[config.mk]
export PLATFORM = sky130hd
export DESIGN_NAME = sgd_gradient_sched_flat
export DESIGN_NICKNAME = d
export VERILOG_FILES = /design/src/rtl/sgd_gradient_sched_if.sv /design/src/rtl/sgd_gradient_sched.sv /design/src/flat_wrapper.sv
export SDC_FILE = /design/constraint.sdc
export NUM_CORES = 1
export LEC_CHECK = 0
export ABC_AREA = 1
export CAP_MARGIN = 20
export CORE_UTILIZATION = 49
export DETAILED_ROUTE_END_ITERATION = 10
export PLACE_DENSITY = 0.8
export SYNTH_ARGS = -nofsm -noshare
export SYNTH_HDL_FRONTEND = slang
export SYNTH_SLANG_ARGS = --single-unit
[constraint.sdc]
create_clock -name clk -period 2.6 [get_ports clk]
set_input_delay 0.78 -clock clk [delete_from_list [all_inputs] [get_ports clk]]
set_output_delay 0.78 -clock clk [all_outputs]
set_load 0.01 [all_outputs]
[src/rtl/sgd_gradient_sched_if.sv]
// -----------------------------------------------------------------------------
// sgd_gradient_sched_if
// Bundles the read-stream signals between the gradient scheduler and the
// A-bit FIFO / gradient datapath, plus the dot-product handshake.
//   master : scheduler side   (drives fifo_a_rd_en, dot_ready, rd_* tags)
//   slave  : environment side (drives fifo_a_empty, dot_valid)
// Signals:
//   fifo_a_empty   A-bit FIFO empty flag
//   fifo_a_rd_en   FIFO read strobe
//   dot_valid      one-cycle pulse, dot-product result ready
//   dot_ready      scheduler is waiting for a dot-product result
//   rd_bit_index   bit-plane of the current read
//   rd_chunk_index chunk of the current read
//   rd_last        current read is the last read of the sample
// -----------------------------------------------------------------------------
interface sgd_gradient_sched_if #(
    parameter int CNT_W = 12
) ();
    logic             fifo_a_empty;
    logic             fifo_a_rd_en;
    logic             dot_valid;
    logic             dot_ready;
    logic [4:0]       rd_bit_index;
    logic [CNT_W-1:0] rd_chunk_index;
    logic             rd_last;

    modport master (
        input  fifo_a_empty,
        input  dot_valid,
        output fifo_a_rd_en,
        output dot_ready,
        output rd_bit_index,
        output rd_chunk_index,
        output rd_last
    );

    modport slave (
        output fifo_a_empty,
        output dot_valid,
        input  fifo_a_rd_en,
        input  dot_ready,
        input  rd_bit_index,
        input  rd_chunk_index,
        input  rd_last
    );
endinterface

[src/rtl/sgd_gradient_sched.sv]
// -----------------------------------------------------------------------------
// sgd_gradient_sched
// Sequencer for the gradient stage of the SGD engine. Latches the run
// configuration, tracks epoch/sample progress and, after every dot-product
// result, issues chunks*bits reads from the A-bit FIFO, each tagged with its
// bit-plane and chunk index. Handles FIFO underflow stalls (reads simply
// pause), dot-product results that arrive early (one is buffered as
// "pending", a second one is dropped and flagged) and run abort (started low).
//
// Ports:
//   clk, rst_n            clock, synchronous active-low reset
//   started               run-enable level; rising edge starts, low aborts
//   number_of_epochs      epochs per run
//   number_of_samples     samples per epoch
//   dimension             features per sample
//   number_of_bits        bit-planes per feature (bits [5:0] used, clamped 1..16)
//   sif (master)          FIFO read stream + dot-product handshake
//   sample_done           one-cycle pulse at sample end
//   epoch_done            one-cycle pulse at epoch end
//   all_done              level, run complete
//   busy                  scheduler in an active state
//   err_overrun           sticky, a dot_valid pulse was dropped
//   cur_epoch, cur_sample progress counters
//
// Optional feature (macro SGD_GRAD_SCHED_PERF_EN):
//   stall_cycles          ISSUE cycles spent with the FIFO empty (saturating)
//   wait_cycles           cycles spent in WAIT_DOT (saturating)
//   Both clear when a new run is configured.
// -----------------------------------------------------------------------------
module sgd_gradient_sched #(
    parameter int CHUNK_SHIFT = 9,
    parameter int CNT_W       = 12
) (
    input  logic                        clk,
    input  logic                        rst_n,
    input  logic                        started,
    input  logic [31:0]                 number_of_epochs,
    input  logic [31:0]                 number_of_samples,
    input  logic [31:0]                 dimension,
    input  logic [31:0]                 number_of_bits,
    sgd_gradient_sched_if.master        sif,
    output logic                        sample_done,
    output logic                        epoch_done,
    output logic                        all_done,
    output logic                        busy,
    output logic                        err_overrun,
    output logic [31:0]                 cur_epoch,
    output logic [31:0]                 cur_sample
`ifdef SGD_GRAD_SCHED_PERF_EN
    ,
    output logic [31:0]                 stall_cycles,
    output logic [31:0]                 wait_cycles
`endif
);

    typedef enum logic [2:0] {
        ST_IDLE       = 3'd0,
        ST_CFG        = 3'd1,
        ST_WAIT_DOT   = 3'd2,
        ST_ISSUE      = 3'd3,
        ST_SAMPLE_END = 3'd4,
        ST_DONE       = 3'd5
    } state_t;

    localparam logic [32:0] CHUNK_ROUND = 33'((33'd1 << CHUNK_SHIFT) - 33'd1);
    localparam logic [32:0] CHUNK_MAX   = 33'((33'd1 << CNT_W) - 33'd1);

    // Number of chunks for a dimension: ceil(dim / 2^CHUNK_SHIFT), computed
    // in 33 bits so the rounding add cannot wrap, then saturated to CNT_W.
    function automatic logic [CNT_W-1:0] calc_chunks(input logic [31:0] dim);
        logic [32:0] sum;
        logic [32:0] quo;
        sum = {1'b0, dim} + CHUNK_ROUND;
        quo = sum >> CHUNK_SHIFT;
        if (quo > CHUNK_MAX) begin
            calc_chunks = CHUNK_MAX[CNT_W-1:0];
        end else begin
            calc_chunks = quo[CNT_W-1:0];
        end
    endfunction

    // Bit-plane count clamp: 0 is treated as 1, anything above 16 as 16.
    function automatic logic [4:0] clamp_bits(input logic [5:0] nb);
        if (nb == 6'd0) begin
            clamp_bits = 5'd1;
        end else if (nb > 6'd16) begin
            clamp_bits = 5'd16;
        end else begin
            clamp_bits = nb[4:0];
        end
    endfunction

    state_t           state_q, state_d;
    logic             started_q;
    logic [31:0]      epochs_q, epochs_d;
    logic [31:0]      samples_q, samples_d;
    logic [CNT_W-1:0] chunks_q, chunks_d;
    logic [4:0]       bits_q, bits_d;
    logic [4:0]       bit_idx_q, bit_idx_d;
    logic [CNT_W-1:0] chunk_idx_q, chunk_idx_d;
    logic [31:0]      cur_epoch_q, cur_epoch_d;
    logic [31:0]      cur_sample_q, cur_sample_d;
    logic             pending_q, pending_d;
    logic             err_overrun_q, err_overrun_d;

    logic             start_rise_s;
    logic             cfg_zero_s;
    logic             rd_en_s;
    logic             last_bit_s;
    logic             last_chunk_s;
    logic             rd_last_s;
    logic             sample_last_s;
    logic             epoch_last_s;
    logic             unused_nb_hi_s;

    // Only the low six bits of number_of_bits carry meaning.
    assign unused_nb_hi_s = ^number_of_bits[31:6];

    assign start_rise_s  = started & ~started_q;
    assign cfg_zero_s    = (number_of_epochs == 32'd0) | (number_of_samples == 32'd0) |
                           (dimension == 32'd0);
    // Gated by started so an abort kills the strobe in the same cycle.
    assign rd_en_s       = (state_q == ST_ISSUE) & ~sif.fifo_a_empty & started;
    assign last_bit_s    = (bit_idx_q == (bits_q - 5'd1));
    assign last_chunk_s  = (chunk_idx_q == (chunks_q - CNT_W'(1)));
    assign rd_last_s     = (state_q == ST_ISSUE) & last_bit_s & last_chunk_s;
    assign sample_last_s = (cur_sample_q == (samples_q - 32'd1));
    assign epoch_last_s  = (cur_epoch_q == (epochs_q - 32'd1));

    // Output mapping from registered state and counters.
    assign sif.fifo_a_rd_en   = rd_en_s;
    assign sif.dot_ready      = (state_q == ST_WAIT_DOT);
    assign sif.rd_bit_index   = bit_idx_q;
    assign sif.rd_chunk_index = chunk_idx_q;
    assign sif.rd_last        = rd_last_s;
    assign sample_done        = (state_q == ST_SAMPLE_END) & started;
    assign epoch_done         = (state_q == ST_SAMPLE_END) & started & sample_last_s;
    assign all_done           = (state_q == ST_DONE);
    assign busy               = (state_q != ST_IDLE) & (state_q != ST_DONE);
    assign err_overrun        = err_overrun_q;
    assign cur_epoch          = cur_epoch_q;
    assign cur_sample         = cur_sample_q;

    // State register and datapath flops, synchronous active-low reset.
    always_ff @(posedge clk) begin
        if (!rst_n) begin
            state_q       <= ST_IDLE;
            started_q     <= 1'b0;
            epochs_q      <= 32'd0;
            samples_q     <= 32'd0;
            chunks_q      <= {CNT_W{1'b0}};
            bits_q        <= 5'd0;
            bit_idx_q     <= 5'd0;
            chunk_idx_q   <= {CNT_W{1'b0}};
            cur_epoch_q   <= 32'd0;
            cur_sample_q  <= 32'd0;
            pending_q     <= 1'b0;
            err_overrun_q <= 1'b0;
        end else begin
            state_q       <= state_d;
            started_q     <= started;
            epochs_q      <= epochs_d;
            samples_q     <= samples_d;
            chunks_q      <= chunks_d;
            bits_q        <= bits_d;
            bit_idx_q     <= bit_idx_d;
            chunk_idx_q   <= chunk_idx_d;
            cur_epoch_q   <= cur_epoch_d;
            cur_sample_q  <= cur_sample_d;
            pending_q     <= pending_d;
            err_overrun_q <= err_overrun_d;
        end
    end

    // Next-state, counter and pending/overrun logic.
    always_comb begin
        state_d       = state_q;
        epochs_d      = epochs_q;
        samples_d     = samples_q;
        chunks_d      = chunks_q;
        bits_d        = bits_q;
        bit_idx_d     = bit_idx_q;
        chunk_idx_d   = chunk_idx_q;
        cur_epoch_d   = cur_epoch_q;
        cur_sample_d  = cur_sample_q;
        pending_d     = pending_q;
        err_overrun_d = err_overrun_q;

        // A result arriving while we cannot accept it is buffered once; a
        // second one before the buffer drains is lost and flagged. In CFG the
        // clear and the capture happen together, capture winning.
        case (state_q)
            ST_CFG: begin
                pending_d     = sif.dot_valid;
                err_overrun_d = 1'b0;
            end
            ST_ISSUE, ST_SAMPLE_END: begin
                if (sif.dot_valid) begin
                    if (pending_q) begin
                        err_overrun_d = 1'b1;
                    end else begin
                        pending_d = 1'b1;
                    end
                end else begin
                    pending_d = pending_q;
                end
            end
            default: begin
                pending_d = pending_q;
            end
        endcase

        case (state_q)
            ST_IDLE: begin
                if (start_rise_s) begin
                    state_d = ST_CFG;
                end else begin
                    state_d = ST_IDLE;
                end
            end
            ST_CFG: begin
                epochs_d     = number_of_epochs;
                samples_d    = number_of_samples;
                chunks_d     = calc_chunks(dimension);
                bits_d       = clamp_bits(number_of_bits[5:0]);
                bit_idx_d    = 5'd0;
                chunk_idx_d  = {CNT_W{1'b0}};
                cur_epoch_d  = 32'd0;
                cur_sample_d = 32'd0;
                if (!started) begin
                    state_d = ST_IDLE;
                end else if (cfg_zero_s) begin
                    state_d = ST_DONE;
                end else begin
                    state_d = ST_WAIT_DOT;
                end
            end
            ST_WAIT_DOT: begin
                if (!started) begin
                    state_d = ST_IDLE;
                end else if (sif.dot_valid | pending_q) begin
                    state_d   = ST_ISSUE;
                    // Buffered result is consumed first; a fresh pulse in the
                    // same cycle takes its place in the buffer.
                    pending_d = pending_q & sif.dot_valid;
                end else begin
                    state_d = ST_WAIT_DOT;
                end
            end
            ST_ISSUE: begin
                if (!started) begin
                    state_d = ST_IDLE;
                end else if (rd_en_s) begin
                    if (rd_last_s) begin
                        bit_idx_d   = 5'd0;
                        chunk_idx_d = {CNT_W{1'b0}};
                        state_d     = ST_SAMPLE_END;
                    end else if (last_bit_s) begin
                        bit_idx_d   = 5'd0;
                        chunk_idx_d = chunk_idx_q + CNT_W'(1);
                        state_d     = ST_ISSUE;
                    end else begin
                        bit_idx_d = bit_idx_q + 5'd1;
                        state_d   = ST_ISSUE;
                    end
                end else begin
                    // FIFO empty: hold indices until data is available.
                    state_d = ST_ISSUE;
                end
            end
            ST_SAMPLE_END: begin
                if (!started) begin
                    state_d = ST_IDLE;
                end else if (sample_last_s) begin
                    cur_sample_d = 32'd0;
                    cur_epoch_d  = cur_epoch_q + 32'd1;
                    if (epoch_last_s) begin
                        state_d = ST_DONE;
                    end else begin
                        state_d = ST_WAIT_DOT;
                    end
                end else begin
                    cur_sample_d = cur_sample_q + 32'd1;
                    state_d      = ST_WAIT_DOT;
                end
            end
            ST_DONE: begin
                if (!started) begin
                    state_d = ST_IDLE;
                end else begin
                    state_d = ST_DONE;
                end
            end
            default: begin
                state_d = ST_IDLE;
            end
        endcase
    end

`ifdef SGD_GRAD_SCHED_PERF_EN
    logic [31:0] stall_cycles_q, stall_cycles_d;
    logic [31:0] wait_cycles_q, wait_cycles_d;

    assign stall_cycles = stall_cycles_q;
    assign wait_cycles  = wait_cycles_q;

    // Performance counter flops.
    always_ff @(posedge clk) begin
        if (!rst_n) begin
            stall_cycles_q <= 32'd0;
            wait_cycles_q  <= 32'd0;
        end else begin
            stall_cycles_q <= stall_cycles_d;
            wait_cycles_q  <= wait_cycles_d;
        end
    end

    // Saturating stall/wait counters, cleared when a run is configured.
    always_comb begin
        stall_cycles_d = stall_cycles_q;
        wait_cycles_d  = wait_cycles_q;
        if (state_q == ST_CFG) begin
            stall_cycles_d = 32'd0;
            wait_cycles_d  = 32'd0;
        end else begin
            if ((state_q == ST_ISSUE) && sif.fifo_a_empty && (stall_cycles_q != 32'hFFFF_FFFF)) begin
                stall_cycles_d = stall_cycles_q + 32'd1;
            end else begin
                stall_cycles_d = stall_cycles_q;
            end
            if ((state_q == ST_WAIT_DOT) && (wait_cycles_q != 32'hFFFF_FFFF)) begin
                wait_cycles_d = wait_cycles_q + 32'd1;
            end else begin
                wait_cycles_d = wait_cycles_q;
            end
        end
    end
`endif

endmodule

[src/flat_wrapper.sv]
// flat-port wrapper written by rule: the top's interface ports become plain ports
module sgd_gradient_sched_flat 
#(
    parameter int CHUNK_SHIFT = 9,
    parameter int CNT_W       = 12
)
  (clk, rst_n, started, number_of_epochs, number_of_samples, dimension, number_of_bits, sample_done, epoch_done, all_done, busy, err_overrun, cur_epoch, cur_sample, sif_fifo_a_empty, sif_dot_valid, sif_fifo_a_rd_en, sif_dot_ready, sif_rd_bit_index, sif_rd_chunk_index, sif_rd_last);
  sgd_gradient_sched_if #(.CNT_W(CNT_W)) sif_i ();
  input  logic clk;
  input  logic rst_n;
  input  logic started;
  input  logic [31:0] number_of_epochs;
  input  logic [31:0] number_of_samples;
  input  logic [31:0] dimension;
  input  logic [31:0] number_of_bits;
  output logic sample_done;
  output logic epoch_done;
  output logic all_done;
  output logic busy;
  output logic err_overrun;
  output logic [31:0] cur_epoch;
  output logic [31:0] cur_sample;
  input wire logic [$bits(sif_i.fifo_a_empty)-1:0] sif_fifo_a_empty;
  input wire logic [$bits(sif_i.dot_valid)-1:0] sif_dot_valid;
  output wire logic [$bits(sif_i.fifo_a_rd_en)-1:0] sif_fifo_a_rd_en;
  output wire logic [$bits(sif_i.dot_ready)-1:0] sif_dot_ready;
  output wire logic [$bits(sif_i.rd_bit_index)-1:0] sif_rd_bit_index;
  output wire logic [$bits(sif_i.rd_chunk_index)-1:0] sif_rd_chunk_index;
  output wire logic [$bits(sif_i.rd_last)-1:0] sif_rd_last;
  assign sif_i.fifo_a_empty = sif_fifo_a_empty;
  assign sif_i.dot_valid = sif_dot_valid;
  assign sif_fifo_a_rd_en = sif_i.fifo_a_rd_en;
  assign sif_dot_ready = sif_i.dot_ready;
  assign sif_rd_bit_index = sif_i.rd_bit_index;
  assign sif_rd_chunk_index = sif_i.rd_chunk_index;
  assign sif_rd_last = sif_i.rd_last;
  sgd_gradient_sched #(.CHUNK_SHIFT(CHUNK_SHIFT), .CNT_W(CNT_W)) u_core (.clk(clk), .rst_n(rst_n), .started(started), .number_of_epochs(number_of_epochs), .number_of_samples(number_of_samples), .dimension(dimension), .number_of_bits(number_of_bits), .sif(sif_i), .sample_done(sample_done), .epoch_done(epoch_done), .all_done(all_done), .busy(busy), .err_overrun(err_overrun), .cur_epoch(cur_epoch), .cur_sample(cur_sample));
endmodule
; Word level (Yosys, flattened, before mapping)
; Index checks and enable logic that the tools add are counted.
; Widths: inputs -> output; s select.
[totals]
output_inout_bits = 89
ff_bits = 168
word_cells = 109
[classes]
mux = 40
n_addsub = 9
reduce_logical = 15
bitwise = 14
n_eq_ne = 17
order_cmp = 2
[ops]
columns = operator, count
row1 = $mux 32, 4
row2 = $pmux 32 s2, 2
row3 = $logic_not 32->1, 3
row4 = $add 32x1->32 const B, 2
row5 = $eq 32x32->1, 2
row6 = $sub 32x1->32 const B, 2
row7 = $mux 12, 5
row8 = $add 32x9->33 const B, 1
row9 = $mux 3, 10
row10 = $mux 5, 6
row11 = $gt 24x12->1 const B, 1
row12 = $pmux 12 s2, 1
row13 = $pmux 3 s6, 1
row14 = $add 12x1->12 const B, 1
row15 = $eq 12x12->1, 1
row16 = $sub 12x1->12 const B, 1
row17 = $pmux 5 s2, 1
row18 = $and 1x1->1, 9
row19 = $reduce_and 3->1, 3
row20 = $mux 1, 8
row21 = $ne 2x2->1 const B, 4
row22 = $eq 3x2->1 const B, 2
row23 = $eq 3x3->1 const B, 2
row24 = $gt 6x5->1 const B, 1
row25 = other kinds (17), 24

; Depth between registers and ports, before layout
[logic_depth]
depth_word = 8
mapped_depth = 19

; Worst setup path before layout
; OpenSTA, ideal clock, no wires.
[synth_timing]
kind = reg-to-output
start = register u_core.samples_q[0]
end = output port epoch_done
setup_slack_ns = -0.036
t_arrival_ns = 1.856
t_required_ns = 1.820
n_path_buf = 0
stages_incl_launch_ff = 17
cell_sequence = dfxtp_1 -> inv_2 -> ha_1 -> nand3_4 -> nor2_4 -> nand2_2 -> nor2_1 -> nand2_1 -> nand2_1 -> inv_1 -> nor2_2 -> nand2_1 -> nor2_2 -> nand4_2 -> nand2_4 -> nand2_1 -> inv_1
[synth_between]
elab_chain_len = 3
[synth_rtl]
columns = item, line
row1 = start: declaration, sgd_gradient_sched.sv:96  ; logic [31:0] samples_q, samples_d;
row2 = start signal: assignment, sgd_gradient_sched.sv:163  ; samples_q <= samples_d;
row3 = $sub 32x1->32, sgd_gradient_sched.sv:127  ; assign sample_last_s = (cur_sample_q == (samples_q - 32'd1));
row4 = $eq 32x32->1, sgd_gradient_sched.sv:127
row5 = $and 1x1->1, sgd_gradient_sched.sv:137  ; assign epoch_done = (state_q == ST_SAMPLE_END) & started & sample_last_s;
row6 = end: declaration, flat_wrapper.sv:17  ; output logic epoch_done;
; Every way passes these cells.

; Final worst setup path
; Same ends and word-level chain as after synthesis.

==> results <==
- The post-layout instance count excluding filler cells is 2770.
- The height of the chip is 161 um.
- Clock tree synthesis selected as its root buffer the cell clkbuf_16.
- The number of synthesized register bits is 168.
- After detailed routing, the number of vias per cell comes to 5.38.
- Row generation in the floorplan step produced 57 rows.
- The number of filler cells placed in the layout is 2085.
- The worst hold endpoint is u_core.bits_q[4].
- In this run the worst hold path is classified as reg -> reg.
- The clock tree buffer depth is 2.
- The checks that failed: negative setup slack.
- Entering global routing, the biggest net connects 76 pins.
- The setup check on the worst reg-to-reg path leaves a slack of -0.18 ns.
- The smallest clock period supported by the final layout is computed as 3.20 ns.
- The routability congestion estimate is 1.00.
- After layout, the worst path uses 123% of the clock period.
- The register clock-pin slew on the reported worst setup and hold paths is 0.07 ns.
- Together, buffers and inverters on the worst path number 4.
- 222 I/O pins were placed.
- The number of flops mapped to enable cells by yosys is 0.
- The post-synthesis cell count is 1992.
- The count of max-cap constraint violations is 0.
- Summing every instance area after synthesis gives 12300 sq um.
- The die covers 25800 sq um.
- Among all flip-flop cells after synthesis, the most frequent one is dfxtp_1.
- The analysis attributes to cell leakage a power of 7.92 nW.
- The setup slack after placement is -0.661 ns.
- The number of antenna violations at the first check in global routing is 0.
- The H-tree was split into 4 levels.
- The setup slack of the critical path after layout is -0.603 ns.
- For this design, the CTS-stage hold fixing added 0 buffers.
- The cell that appears most often on the critical path is nand2_4.
- The die span in x is 161 um.
- The run finished, with violations left.
- The residual overflow from global routing is 0.
- The repair_antennas step left the layout with diodes totalling 0.
- At the later pin of the worst-skew pair, clock insertion delay measures 0.44 ns.
- By area the synthesized netlist is led by dfxtp_1 (27%), nand2_1 (14%), nor2_1 (8.8%), inv_1 (7.6%), xor2_1 (7.2%).
- Grouping stages by cell kind, the critical path spends the most delay in simple AND/OR/NAND/NOR gates.
- The hold path startpoint is u_core.bits_q[4].
- STA puts the critical path data arrival time at 2.42 ns.
- For this run, the number of Yosys warnings is 0.
- Sequential cells were found to cover 27.3% of the synthesized design area.
- The net count after synthesis is 2133.
- The total of endpoints with negative setup slack in the final report is 34.
- Of the post-synthesis cell area, the dominant cell type holds 27.3%.
- Of all cell types, the one taking the most synthesized area is dfxtp_1.
- The number of pins exceeding their max-slew limit in the final report is 0.
- The startpoint of the worst-slack reg-to-reg timing path is u_core.samples_q[0].
- The initial utilization of the core area, before any placement, comes to 50.3%.
- The count of buffers added on input and output ports is 195.
- The cell count after placement is 2719.
- The vias after detailed routing is 14.9k.
- Wires add up to 43.6 mm.
- Buffers inserted during clock tree synthesis total 17.
- TritonCTS built the clock tree.
- The startpoint type of the worst setup path is a register.
- The critical path in this run is classified as reg -> out.
- The maximum fanout along the worst path is 5.
- The highest achievable clock rate is 312 MHz.
- The first routing iteration left 1244 violations.
- The remaining max-slew budget at the tightest pin is 31.8%.
- Counting instances, the worst hold path has a depth of 2.
- The overall track demand over capacity in global routing is 33.0%.
- At the pin with the least slew margin, the transition time is 1.02 ns.
- The wire length of the first global-routing pass is 68.6 mm.
- The number of endpoints with negative hold slack in the final report is 0.
- The worst setup skew after layout is 0.0139 ns.
- The end of the worst register-to-register path is u_core.cur_epoch[17].
- The share of async-settable or async-resettable flops after synthesis is 0%.
- Of the cells placed in the final design, the portion with a size suffix greater than 1 is 20.6%.
- The post-synthesis area per instance is 6.20 sq um.
- The area inside the core boundary is 24500 sq um.
- The post-detailed-placement half-perimeter wirelength is 32.6 mm.
- The maximum ir drop on the vdd rail is 0.397 mV.
- In the final design database the tool counted 2574 nets.
- Among all stages on the critical path, the largest delay is contributed by dfxtp_2.
- Setup repair after global routing could not meet its margin everywhere.
- The worst setup path is captured at an output port.
- In the routed design, unresolved DRC markers number 0.
- Walking the worst path, the cells encountered are inv_4 -> ha_4 -> nand3_4 -> nor2_4 -> nand2_4 -> nor2_1 -> nand2_1 -> nand2_2 -> nand2_2 -> inv_1 -> nand2_1 -> nor2_4 -> nand4_4 -> nand2_4 -> nand2_4 -> inv_2 -> buf_6.
- The number of unique standard cell types used by synthesis is 47.
- After detailed routing, the average wire length per cell comes to 15.8 um.
- For the worst flop-to-flop path, the logic depth is 19.
- Before antenna repair, the detailed router went through 6 iterations.
- STA puts the critical path data required time at 1.82 ns.
- The antenna violation net count after detailed routing is 0.
- The area growth from synthesis to layout is 43.9%.
- CTS saw 168 sinks.
- The power density of the placed cells is 445 nW/um^2.
- The via count of the first global-routing pass is 14.1k.
- For this run, the slowest stage of the critical path takes 0.34 ns.
-- through the flow --
step                      total power [mW]  instance area (sq um)  TNS, ns  util, %  hold slack, ns
final                                 7.90                  17800    -4.65     72.4           0.495
after CTS                             7.73                  17300    -5.11     70.6           0.499
after global routing                  8.26                  17800   -10.18     72.4           0.521
after global placement                4.98                  16500   -17.78     67.2           0.474
after detailed placement              5.02                  16500   -21.31     67.2           0.475
after floorplan                       4.09                  12400        0        -           0.453
-- worst max path at each step --
stage | start | to | slack [ns] | cells after the start
2_1_floorplan | u_core.samples_q[1] | epoch_done | 0.02 | 16
3_3_place_gp | u_core.chunks_q[0] | sif_rd_last | -0.62 | 9
3_5_place_dp | u_core.samples_q[1] | epoch_done | -0.66 | 15
4_1_cts | u_core.samples_q[1] | epoch_done | -0.64 | 15
5_1_grt | u_core.samples_q[3] | epoch_done | -0.73 | 12
6_report | u_core.samples_q[0] | epoch_done | -0.60 | 17
-- cell usage in the layout, fill, tap and decap left out, drive strengths merged --
master	netlist	final
nand2	461	461
nor2	314	314
buf	25	293
inv	262	265
dfxtp	168	168
clkdlybuf4s50	0	167
nand3	164	165
xor2	101	101
a21oi	100	100
o21ai	81	81
nand4	66	66
xnor2	56	56
nor3	48	48
nor4	26	26
o22ai	25	25
clkbuf	39	21
dlymetal6s2s	0	20
o21bai	14	14
nand3b	11	11
ha	8	8
clkinv	2	7
or2	5	5
o211ai	4	4
nor3b	3	3
and3	3	3
dlygate4sd2	0	3
a31oi	2	2
o2111ai	2	2
clkinvlp	0	2
bufinv	0	2
a2111oi	1	1
and2	1	1
clkdlybuf4s15	0	1
-- kinds of logic after synthesis --
family                   after synthesis  share of synthesized area [%]
AO/OA/AOI/OAI                        229                           10.4
XOR/XNOR                             157                           11.1
adder cells (fa/ha/maj)                8                          0.811
buffers and inverters                328                           10.4
flip-flops                           168                           27.3
AND/OR/NAND/NOR                     1102                           40.0
-- area by class of cell --
class / instances / area [sq um] / share of cell area (%)
repair buffers: 485 / 4210 / 23.7
inverters: 264 / 998 / 5.62
multi-input cells: 1497 / 8170 / 46.0
flip-flops and latches: 168 / 3380 / 19.0
clock buffers: 20 / 457 / 2.57
clock inverters: 12 / 141 / 0.796
well taps: 324 / 405 / 2.28
-- tightest hold or removal path, cell delays in order, from the launching register on --
cell and delay (ns):
dfxtp_1 0.33, nand2_1 0.07, a21oi_1 0.05
-- registers in the layout, summed over array words and instances (netlist names) --
| signal | cells |
|---|---|
| u_core.sif.rd_bit_index | 5 |
| u_core.err_overrun | 1 |
| u_core.bits_q | 5 |
| u_core.state_q | 3 |
| u_core.cur_sample | 32 |
| u_core.chunks_q | 12 |
| u_core.epochs_q | 32 |
| u_core.pending_q | 1 |
| u_core.sif.rd_chunk_index | 12 |
| u_core.started_q | 1 |
| u_core.samples_q | 32 |
| u_core.cur_epoch | 32 |
-- layer usage --
metal,track usage [%],share of wire [%],vias to the layer above
li1,-,-,7314
met1,40.9,41,6865
met2,57.7,48,628
met3,4.31,7.5,94
met4,12.7,3.0,0
met5,0,0,-
-- Yosys cell counts (2+ instances only) --
| master | n |
|---|---|
| a21oi_1 | 89 |
| nand3_2 | 12 |
| nand2_2 | 6 |
| buf_1 | 5 |
| xor2_1 | 101 |
| nand2_1 | 453 |
| a21oi_2 | 11 |
| nor3_1 | 46 |
| buf_6 | 3 |
| or2_2 | 3 |
| nand2_4 | 2 |
| buf_2 | 15 |
| o22ai_1 | 25 |
| clkbuf_1 | 39 |
| nand3b_1 | 11 |
| o21ai_1 | 6 |
| nand4_1 | 65 |
| nor3b_1 | 3 |
| o21ai_0 | 75 |
| ha_1 | 8 |
| and3_1 | 3 |
| o2111ai_1 | 2 |
| dfxtp_1 | 168 |
| nand3_1 | 151 |
| inv_1 | 251 |
| xnor2_1 | 56 |
| nor2_4 | 6 |
| inv_2 | 11 |
| nor2_2 | 17 |
| nor4_1 | 26 |
| nor2_1 | 290 |
| o211ai_1 | 4 |
| a31oi_1 | 2 |
| o21bai_1 | 14 |
-- what timing repair did --
item                                    CTS  global route
endpoints found under the setup margin   52            78
pin swaps                                30            52
cloned                                    1             0
gates resized for setup                  67           109
buffers inserted                          7            11
-- report_power, final --
group          internal (mW)  switching (mW)
Clock                   1.48            1.18
Combinational           1.09            1.42
Sequential              2.65          0.0811
Total                   5.22            2.68
Power figures use the tool's default switching activity.
